### config.mk
export PLATFORM = sky130hd
export DESIGN_NAME = stopwatch_timer
export DESIGN_NICKNAME = d
export VERILOG_FILES = /design/src/rtl/stopwatch_pkg.sv /design/src/rtl/stopwatch_timer_bcd_field.sv /design/src/rtl/stopwatch_timer.sv
export SDC_FILE = /design/constraint.sdc
export NUM_CORES = 1
export LEC_CHECK = 0
export BUFFER_PORTS_ARGS = -buffer_cell sky130_fd_sc_hd__buf_2
export CAP_MARGIN = 40
export CORE_MARGIN = 3
export CORE_UTILIZATION = 35
export DETAILED_ROUTE_END_ITERATION = 6
export GPL_TIMING_DRIVEN = 0
export PLACE_DENSITY_LB_ADDON = 0.15
export SYNTH_ARGS = -nofsm -noshare
export SYNTH_HDL_FRONTEND = slang
export SYNTH_HIERARCHICAL = 1
export SYNTH_SLANG_ARGS = --single-unit
### constraint.sdc
create_clock -name clk -period 3.3 [get_ports clk]
set_clock_uncertainty 0.1 [all_clocks]
set_input_delay 0.165 -clock clk [delete_from_list [all_inputs] [get_ports clk]]
set_output_delay 0.165 -clock clk [all_outputs]
set_load 0.02 [all_outputs]
### src/rtl/stopwatch_pkg.sv
// stopwatch_pkg: shared state encoding, field width/limits and adjust-select codes for stopwatch_timer
package stopwatch_pkg;
  typedef enum logic [1:0] {PAUSED, RUN, EXPIRED} state_t;
  localparam int FIELD_W = 8;
  localparam int SEC_MAX = 59;
  localparam logic [1:0] SEL_SS = 2'd0;
  localparam logic [1:0] SEL_MM = 2'd1;
  localparam logic [1:0] SEL_HH = 2'd2;
endpackage

### src/rtl/stopwatch_timer_bcd_field.sv
// bcd_field: two-digit BCD mod-(MAX+1) register; ports clk, rst, clr, inc, dec, adj_inc -> q, carry_out (q==MAX), borrow_out (q==0)
module bcd_field import stopwatch_pkg::*; #(
  parameter int MAX = 59
) (
  input  logic               clk,
  input  logic               rst,
  input  logic               clr,
  input  logic               inc,
  input  logic               dec,
  input  logic               adj_inc,
  output logic [FIELD_W-1:0] q,
  output logic               carry_out,
  output logic               borrow_out
);
  localparam logic [3:0] MAX_T = 4'(MAX / 10);
  localparam logic [3:0] MAX_O = 4'(MAX % 10);
  logic [FIELD_W-1:0] q_inc, q_dec;
  assign carry_out  = q == {MAX_T, MAX_O};
  assign borrow_out = q == '0;
  always_comb begin
    q_inc = carry_out ? '0 : q[3:0] == 4'd9 ? {q[7:4] + 4'd1, 4'd0} : {q[7:4], q[3:0] + 4'd1};
    q_dec = borrow_out ? {MAX_T, MAX_O} : q[3:0] == 4'd0 ? {q[7:4] - 4'd1, 4'd9} : {q[7:4], q[3:0] - 4'd1};
  end
  always_ff @(posedge clk or posedge rst)
    if (rst) q <= '0;
    else if (clr) q <= '0;
    else if (inc || adj_inc) q <= q_inc;
    else if (dec) q <= q_dec;
endmodule

### src/rtl/stopwatch_timer.sv
// stopwatch_timer: BCD up/down stopwatch with run/pause/expire FSM and per-field adjust; ports clk, rst, tick_cnt, tick_adj, pause, clr, mode, adj, sel -> bcd, running, expired, wrap
module stopwatch_timer import stopwatch_pkg::*; #(
  parameter int NUM_FIELDS = 2,
  parameter int TOP_MAX    = 59
) (
  input  logic                          clk,
  input  logic                          rst,
  input  logic                          tick_cnt,
  input  logic                          tick_adj,
  input  logic                          pause,
  input  logic                          clr,
  input  logic                          mode,
  input  logic                          adj,
  input  logic [1:0]                    sel,
  output logic [FIELD_W*NUM_FIELDS-1:0] bcd,
  output logic                          running,
  output logic                          expired,
  output logic                          wrap
);
  state_t state, state_nxt;
  logic pause_q, pedge, all_zero, cnt, up, dn, adj_en;
  logic [NUM_FIELDS-1:0] at_max, at_zero;
  logic [NUM_FIELDS:0] c;
  logic [NUM_FIELDS-1:0] b;
  assign pedge    = pause & ~pause_q;
  assign all_zero = &at_zero;
  assign cnt      = state == RUN && !adj && tick_cnt && !pedge && !clr;
  assign up       = cnt && !mode;
  assign dn       = cnt && mode && !all_zero;
  assign adj_en   = adj && tick_adj && state != EXPIRED && !pedge && !clr;
  assign c[0]     = up;
  assign b[0]     = dn;
  assign running  = state == RUN;
  assign expired  = state == EXPIRED;
  always_comb begin
    state_nxt = clr ? PAUSED : pedge ? (state == PAUSED ? RUN : PAUSED) : cnt && mode && all_zero ? EXPIRED : state;
  end
  always_ff @(posedge clk or posedge rst)
    if (rst) begin
      state   <= PAUSED;
      pause_q <= 1'b0;
      wrap    <= 1'b0;
    end else begin
      state   <= state_nxt;
      pause_q <= pause;
      wrap    <= c[NUM_FIELDS];
    end
  for (genvar i = 0; i < NUM_FIELDS; i++) begin : g_field
    assign c[i+1] = c[i] & at_max[i];
    if (i + 1 < NUM_FIELDS) begin : g_borrow
      assign b[i+1] = b[i] & at_zero[i];
    end
    bcd_field #(.MAX(i == NUM_FIELDS - 1 ? TOP_MAX : SEC_MAX)) u_field (
      .clk       (clk),
      .rst       (rst),
      .clr       (clr),
      .inc       (c[i]),
      .dec       (b[i]),
      .adj_inc   (adj_en && sel == 2'(i)),
      .q         (bcd[i*FIELD_W +: FIELD_W]),
      .carry_out (at_max[i]),
      .borrow_out(at_zero[i])
    );
  end
endmodule

==> results.cfg, run 1 <==
[run_status]
outcome = finished clean

[power]
power.share.combinational = 0.377
sw_frac_of_total = 0.3940
clkPwrFrac = 0.211
power_density_mw_per_mm2 = 370.9
p_seq_frac = 0.413
power.leakage_uw = 0.0009820
p_int_uw = 480.3
ir_drop_mv = 0.1878
power.switching_uw = 312.3

[place]
place.gp.congestion = 0.8151
post-place-ws_ns = -0.3986
dp.cells = 303
hpwl_um = 3090
portBuffers = 28

[die]
ios = 29
die_width_um = 77.38
dieArea_sq_mm = 0.005987
core-area_sq_mm = 0.004817
std_cell_rows = 25
die_h_um = 77.38
start_util = 0.3701

[synth]
syn_nets = 234
synth_edf_count = 0
synth-seq-cells = 20
syn_area_per_cell_sq_um = 8.572
syn_inst = 208
synthFlopType = dfrtp_1
yosysSeqAreaShare = 0.2807
ys_warn_count = 6
netlist_area_sq_mm = 0.001783
ys_types = 47
synth-async-reset-ratio = 1.000

[min_path]
holdCritPathClass = input pin to flop
min_path_cells = 2

[routing]
ant_nets = 0
drt_first_pass_iters = 4
post_drt_wl_per_cell_um = 13.56
wirelength_um = 4232
route.detailed.drc = 0
drt_iter0_drc = 67
vias = 1649
viasPerCell = 5.285

[sta]
max-slew-margin-rel = 0.5743
rsz0062_at_grt = false
tightest_slew_ns = 0.6362
worst_slack_ns = 0.1990
finalHoldViolCount = 0
max_freq_mhz = 322.5
layout_min_cycle_time_ns = 3.101
setup_viol = 0
whs_ns = 0.04398
period_share = 0.9397
slew_violations = 0

[grt]
grt_usage = 0.1458
globalRoute.totalOverflow = 0
grt_pass1_vias = 1506
grt_max_degree = 17
grt_antenna_before_repair = 0
grt_pass1_wl_um = 7231

[clock_network]
cts_num_sinks = 20
clockRootBuffer = clkbuf_8
numCtsBuffers = 3
cts.path.max_buffers = 2
htreeDepth = 1
path_clk_slew_ns = 0.08
cts_tree = done
worstSkewPairLatency_ns = 0.26

[cells_and_area]
final_cells = 312
drive_gt1_frac = 0.2245
nNetsFinal = 273
area_growth_syn_to_layout_pct = 19.86
final_cell_mix = 30 x buf_2, 27 x inv_1, 20 x dfrtp_1, 16 x ha_1
diodes = 0
final_common_cell = buf_2
finish.utilization = 0.4436

[critical_path]
startpoint_type = flop
critPathSlowestCell = or3b_1
cp_data_arrival_time_ns = 3.18
crit_path_end_kind = flop
cp_slowest_stage_delay_ns = 0.45
cp.required_ns = 3.38
r2r_cells = 12
worstSetupPathType = flop to flop
crit_path_cell_trace = inv_1 -> ha_1 -> or3b_1 -> buf_2 -> nor2_2 -> nand2_1 -> nor3_4 -> or3b_1 -> o221ai_4 -> buf_4 -> nand3b_1 -> a32oi_1
cp_common_cell = or3b_1
crit_fanout = 6

[job]
maxCapViolCount = 0
state kept, by name (all words and copies together), names as in the netlist:
name	count
wrap	1
pause_q	1
g_field.u_field/q	16
state	2
critical path, delay by kind of cell, from the launching register on:
family | cells | cell delay, ns
AO/OA/AOI/OAI | 2 | 0.37
adder cells (fa/ha/maj) | 1 | 0.24
buffers and inverters | 3 | 0.52
flip-flops | 1 | 0.42
AND/OR/NAND/NOR | 6 | 1.37
per-stage QoR:
stage          TNS [ns]  instance area, sq um  power [uW]
2_1_floorplan         0                  1783       533.7
3_3_place_gp     -1.517                  2007       618.6
3_5_place_dp     -1.369                  2007       619.0
4_1_cts               0                  2091       799.8
5_1_grt               0                  2137       854.2
6_report              0                  2137       792.5
final timing paths:
check / startpoint / endpoint / slack, ns
min reg2reg: g_field[1].u_field/q[7] / g_field[1].u_field/q[7] / 0.47
min: mode / wrap / 0.04
min in group asynchronous: rst / state[1] / 0.24
max in group asynchronous: rst / g_field[1].u_field/q[4] / 2.50
max reg2reg: g_field[0].u_field/q[1] / g_field[1].u_field/q[7] / 0.20
max: g_field[0].u_field/q[1] / g_field[1].u_field/q[7] / 0.20
synthesized netlist by cell type (3+ instances only):
cell type	number	area (sq um)
nor2b_1	4	25.02
nor2_1	14	52.55
ha_1	16	200.2
a21oi_1	11	55.05
nand3b_1	5	37.54
nor4_2	3	37.54
inv_1	28	105.1
o21ai_0	8	40.04
nor4_1	5	31.28
a21boi_0	4	30.03
dfrtp_1	20	500.5
nor3_1	4	20.02
a32oi_1	4	35.03
nand3_1	12	60.06
nand2_1	10	37.54
or3b_1	4	35.03
area by class of cell:
type	count	area, sq um
Timing Repair Buffer	34	190.2
Tap cell	67	83.83
Clock buffer	3	41.29
Inverter	28	105.1
Multi-Input combinational cell	154	1176
Fill cell	509	2680
Sequential cell	20	500.5
Buffer	6	40.04
layer usage:
layer	GRT usage	up-vias	wire, um
met1	0.2004	787	2008
met2	0.2401	26	2059
met4	0.02669	0	25
met5	0	-	0
li1	-	834	-
met3	0.02784	2	139
logic make-up after synthesis:
family          Yosys count  share of synthesized area
buf+inv                  34                    0.08140
fa+ha+maj                16                     0.1123
mux                       2                    0.01123
simple gates             78                     0.2779
xor+xnor                  2                   0.009826
compound gates           56                     0.2267
flops                    20                     0.2807
power groups by stage:
stage | combinational, uW | sequential (uW) | clock (uW)
CTS | 296 | 327 | 178
global route | 334 | 334 | 186
finish | 299 | 327 | 167
global placement | 288 | 331 | 0
detailed placement | 288 | 331 | 0
floorplan | 179 | 355 | 0
timing repair:
item	CTS	global route
hold buffers	2	0
gates resized for setup	3	4
pin swaps	1	2
setup buffers	0	4
endpoints found under the setup margin	5	8
endpoints found under the hold margin	21	0
Note: power is estimated with default switching activity, not from simulation.
==> run 2, diff against run 1 <==
==> constraint.sdc (replaced) <==
create_clock -name clk -period 3.3 [get_ports clk]
set_clock_uncertainty 0.1 [all_clocks]
set_input_delay 0.33 -clock clk [delete_from_list [all_inputs] [get_ports clk]]
set_output_delay 0.33 -clock clk [all_outputs]
set_load 0.02 [all_outputs]
==> run 2 against run 1 <==
Worst hold slack gained 0.048 ns. Maximum frequency grew 0.11%. Via count shrank 0.30%. Non-clock buffer count shrank 1. Global-route usage is essentially flat. Flip-flop and latch count is the same. Critical path type unchanged. Critical endpoint unchanged. Largest cell class unchanged. Highest routed layer unchanged.
==> results.cfg, run 2 (synthesis gave the netlist of run 1 again) <==
[power]
power.leakage_uw = 0.0009778
power.switching_uw = 311.6
clkPwrFrac = 0.211
sw_frac_of_total = 0.3939
p_int_uw = 479.5
power_density_mw_per_mm2 = 371.9
p_seq_frac = 0.413
ir_drop_mv = 0.1875
power.share.combinational = 0.376

[sta]
rsz0062_at_grt = false
timing.setup.tns_ns = 0
tightest_slew_ns = 0.6427
layout_min_cycle_time_ns = 3.098
max_freq_mhz = 322.8
slew_violations = 0
worst_slack_ns = 0.2024
max-slew-margin-rel = 0.5700
period_share = 0.9387
finalHoldViolCount = 0
setup_viol = 0

[critical_path]
critPathSlowestCell = or3b_1
crit_path_cell_trace = inv_1 -> ha_1 -> or3b_1 -> buf_2 -> nor2_2 -> nand2_1 -> nor3_4 -> or3b_1 -> o221ai_4 -> buf_4 -> nand3b_1 -> a32oi_1
cp_data_arrival_time_ns = 3.18
timing.rr.start = g_field[0].u_field/q[1]
cp_num_buf_inv = 3
cp.required_ns = 3.38
cp_top_family = simple AND/OR/NAND/NOR gates
r2r_cells = 12
r2r-end = g_field[1].u_field/q[7]
startpoint_type = flop
crit_path_end_kind = flop
cp_slowest_stage_delay_ns = 0.45
crit_fanout = 6
worstSetupPathType = flop to flop
cp_common_cell = or3b_1
reg2reg_slack_ns = 0.20

[die]
ios = 29
std_cell_rows = 25
die_h_um = 77.38
dieArea_sq_mm = 0.005987
die_width_um = 77.38
core-area_sq_mm = 0.004817
start_util = 0.3701

[grt]
grt_antenna_before_repair = 0
grt_pass1_vias = 1500
grt_max_degree = 17
globalRoute.totalOverflow = 0
grt_usage = 0.1453
grt_pass1_wl_um = 7203

[cells_and_area]
top_regs = g_field.u_field/q (16), state (2)
seq_area_sq_um = 500.5
finish.utilization = 0.4416
area_growth_syn_to_layout_pct = 19.30
nNetsFinal = 272
drive_gt1_frac = 0.2254
diodes = 0
largest_reg_flops = 16
nFillCells = 510
multi_input_area_sq_mm = 0.001176
final_cell_mix = 30 x buf_2, 27 x inv_1, 20 x dfrtp_1, 16 x ha_1
largest_register = g_field.u_field/q
final_common_cell = buf_2
final_cells = 311

[routing]
drt_first_pass_iters = 4
drt_iter0_drc = 75
viasPerCell = 5.286
wirelength_um = 4238
post_drt_wl_per_cell_um = 13.63
vias = 1644
ant_nets = 0
route.detailed.drc = 0

[job]
maxCapViolCount = 0

[clock_network]
clockRootBuffer = clkbuf_8
cts_tree = done
cts.path.max_buffers = 2
numCtsBuffers = 3
cts_num_sinks = 20
path_clk_slew_ns = 0.08
worstSkewPairLatency_ns = 0.26
htreeDepth = 1

[min_path]
holdPathEnd = pause_q
holdCritPathClass = input pin to flop
hp-start = pause
min_path_cells = 1

[place]
place.gp.congestion = 0.8151
portBuffers = 28
hpwl_um = 3090
dp.cells = 303
post-place-ws_ns = -0.3986

[run_status]
outcome = finished clean
## run 2: cell types whose count changed in the layout (fill, tap and decap cells not counted)
cell,before,now
dlygate4sd3_1,2,1
## run 2: worst max path at each step
stage	to	slack (ns)	depth (start not counted)	start
floorplan	g_field[1].u_field/q[6]	0.04	11	g_field[0].u_field/q[0]
global placement	g_field[1].u_field/q[6]	-0.42	11	g_field[0].u_field/q[0]
detailed placement	g_field[1].u_field/q[6]	-0.40	11	g_field[0].u_field/q[0]
CTS	g_field[1].u_field/q[6]	0.01	11	g_field[0].u_field/q[0]
global route	g_field[1].u_field/q[7]	0.02	12	g_field[0].u_field/q[1]
finish	g_field[1].u_field/q[7]	0.20	12	g_field[0].u_field/q[1]
## run 2: repair_timing
| action | 4_1_cts | 5_1_grt |
|---|---|---|
| gates cloned | 0 | 0 |
| hold buffers | 1 | 0 |
| endpoints found under the hold margin | 20 | 0 |
| gates resized for setup | 3 | 4 |
| setup endpoints to repair | 5 | 8 |
| setup buffers | 0 | 4 |
| pin swaps | 1 | 2 |
## run 2: power groups by stage
stage	sequential (uW)	combinational (uW)	clock (uW)
floorplan	355	179	0
global placement	331	288	0
detailed placement	331	288	0
CTS	327	295	178
global route	334	333	186
finish	327	298	167
## run 2: worst register-to-register path, cell delays in order (launching register included)
cell	delay (ns)
dfrtp_1	0.42
inv_1	0.16
ha_1	0.24
or3b_1	0.35
buf_2	0.18
nor2_2	0.16
nand2_1	0.11
nor3_4	0.23
or3b_1	0.45
o221ai_4	0.22
buf_4	0.17
nand3b_1	0.07
a32oi_1	0.15
## run 2: area by class of cell
type / count / area share
tap: 67 / 0.03941
buffer: 6 / 0.01882
sequential: 20 / 0.2353
timing repair buffer: 33 / 0.08471
clock buffer: 3 / 0.01941
inverter: 28 / 0.04941
multi-input combinational: 154 / 0.5529
## run 2: metal layers
metal  global-route usage  share of wire
met5                    0              0
met4              0.02669         0.0059
met3              0.02784          0.028
met2               0.2392           0.49
met1               0.1997           0.48
## run 2: metrics by stage
step                      hold WS [ns]  total power, uW  area [sq um]
after floorplan              -0.003918            533.7          1783
after detailed placement        0.1395            619.0          2007
after global routing           0.07967            853.2          2127
final                          0.09179            791.0          2127
after CTS                      0.08420            799.0          2081
after global placement          0.1424            618.6          2007
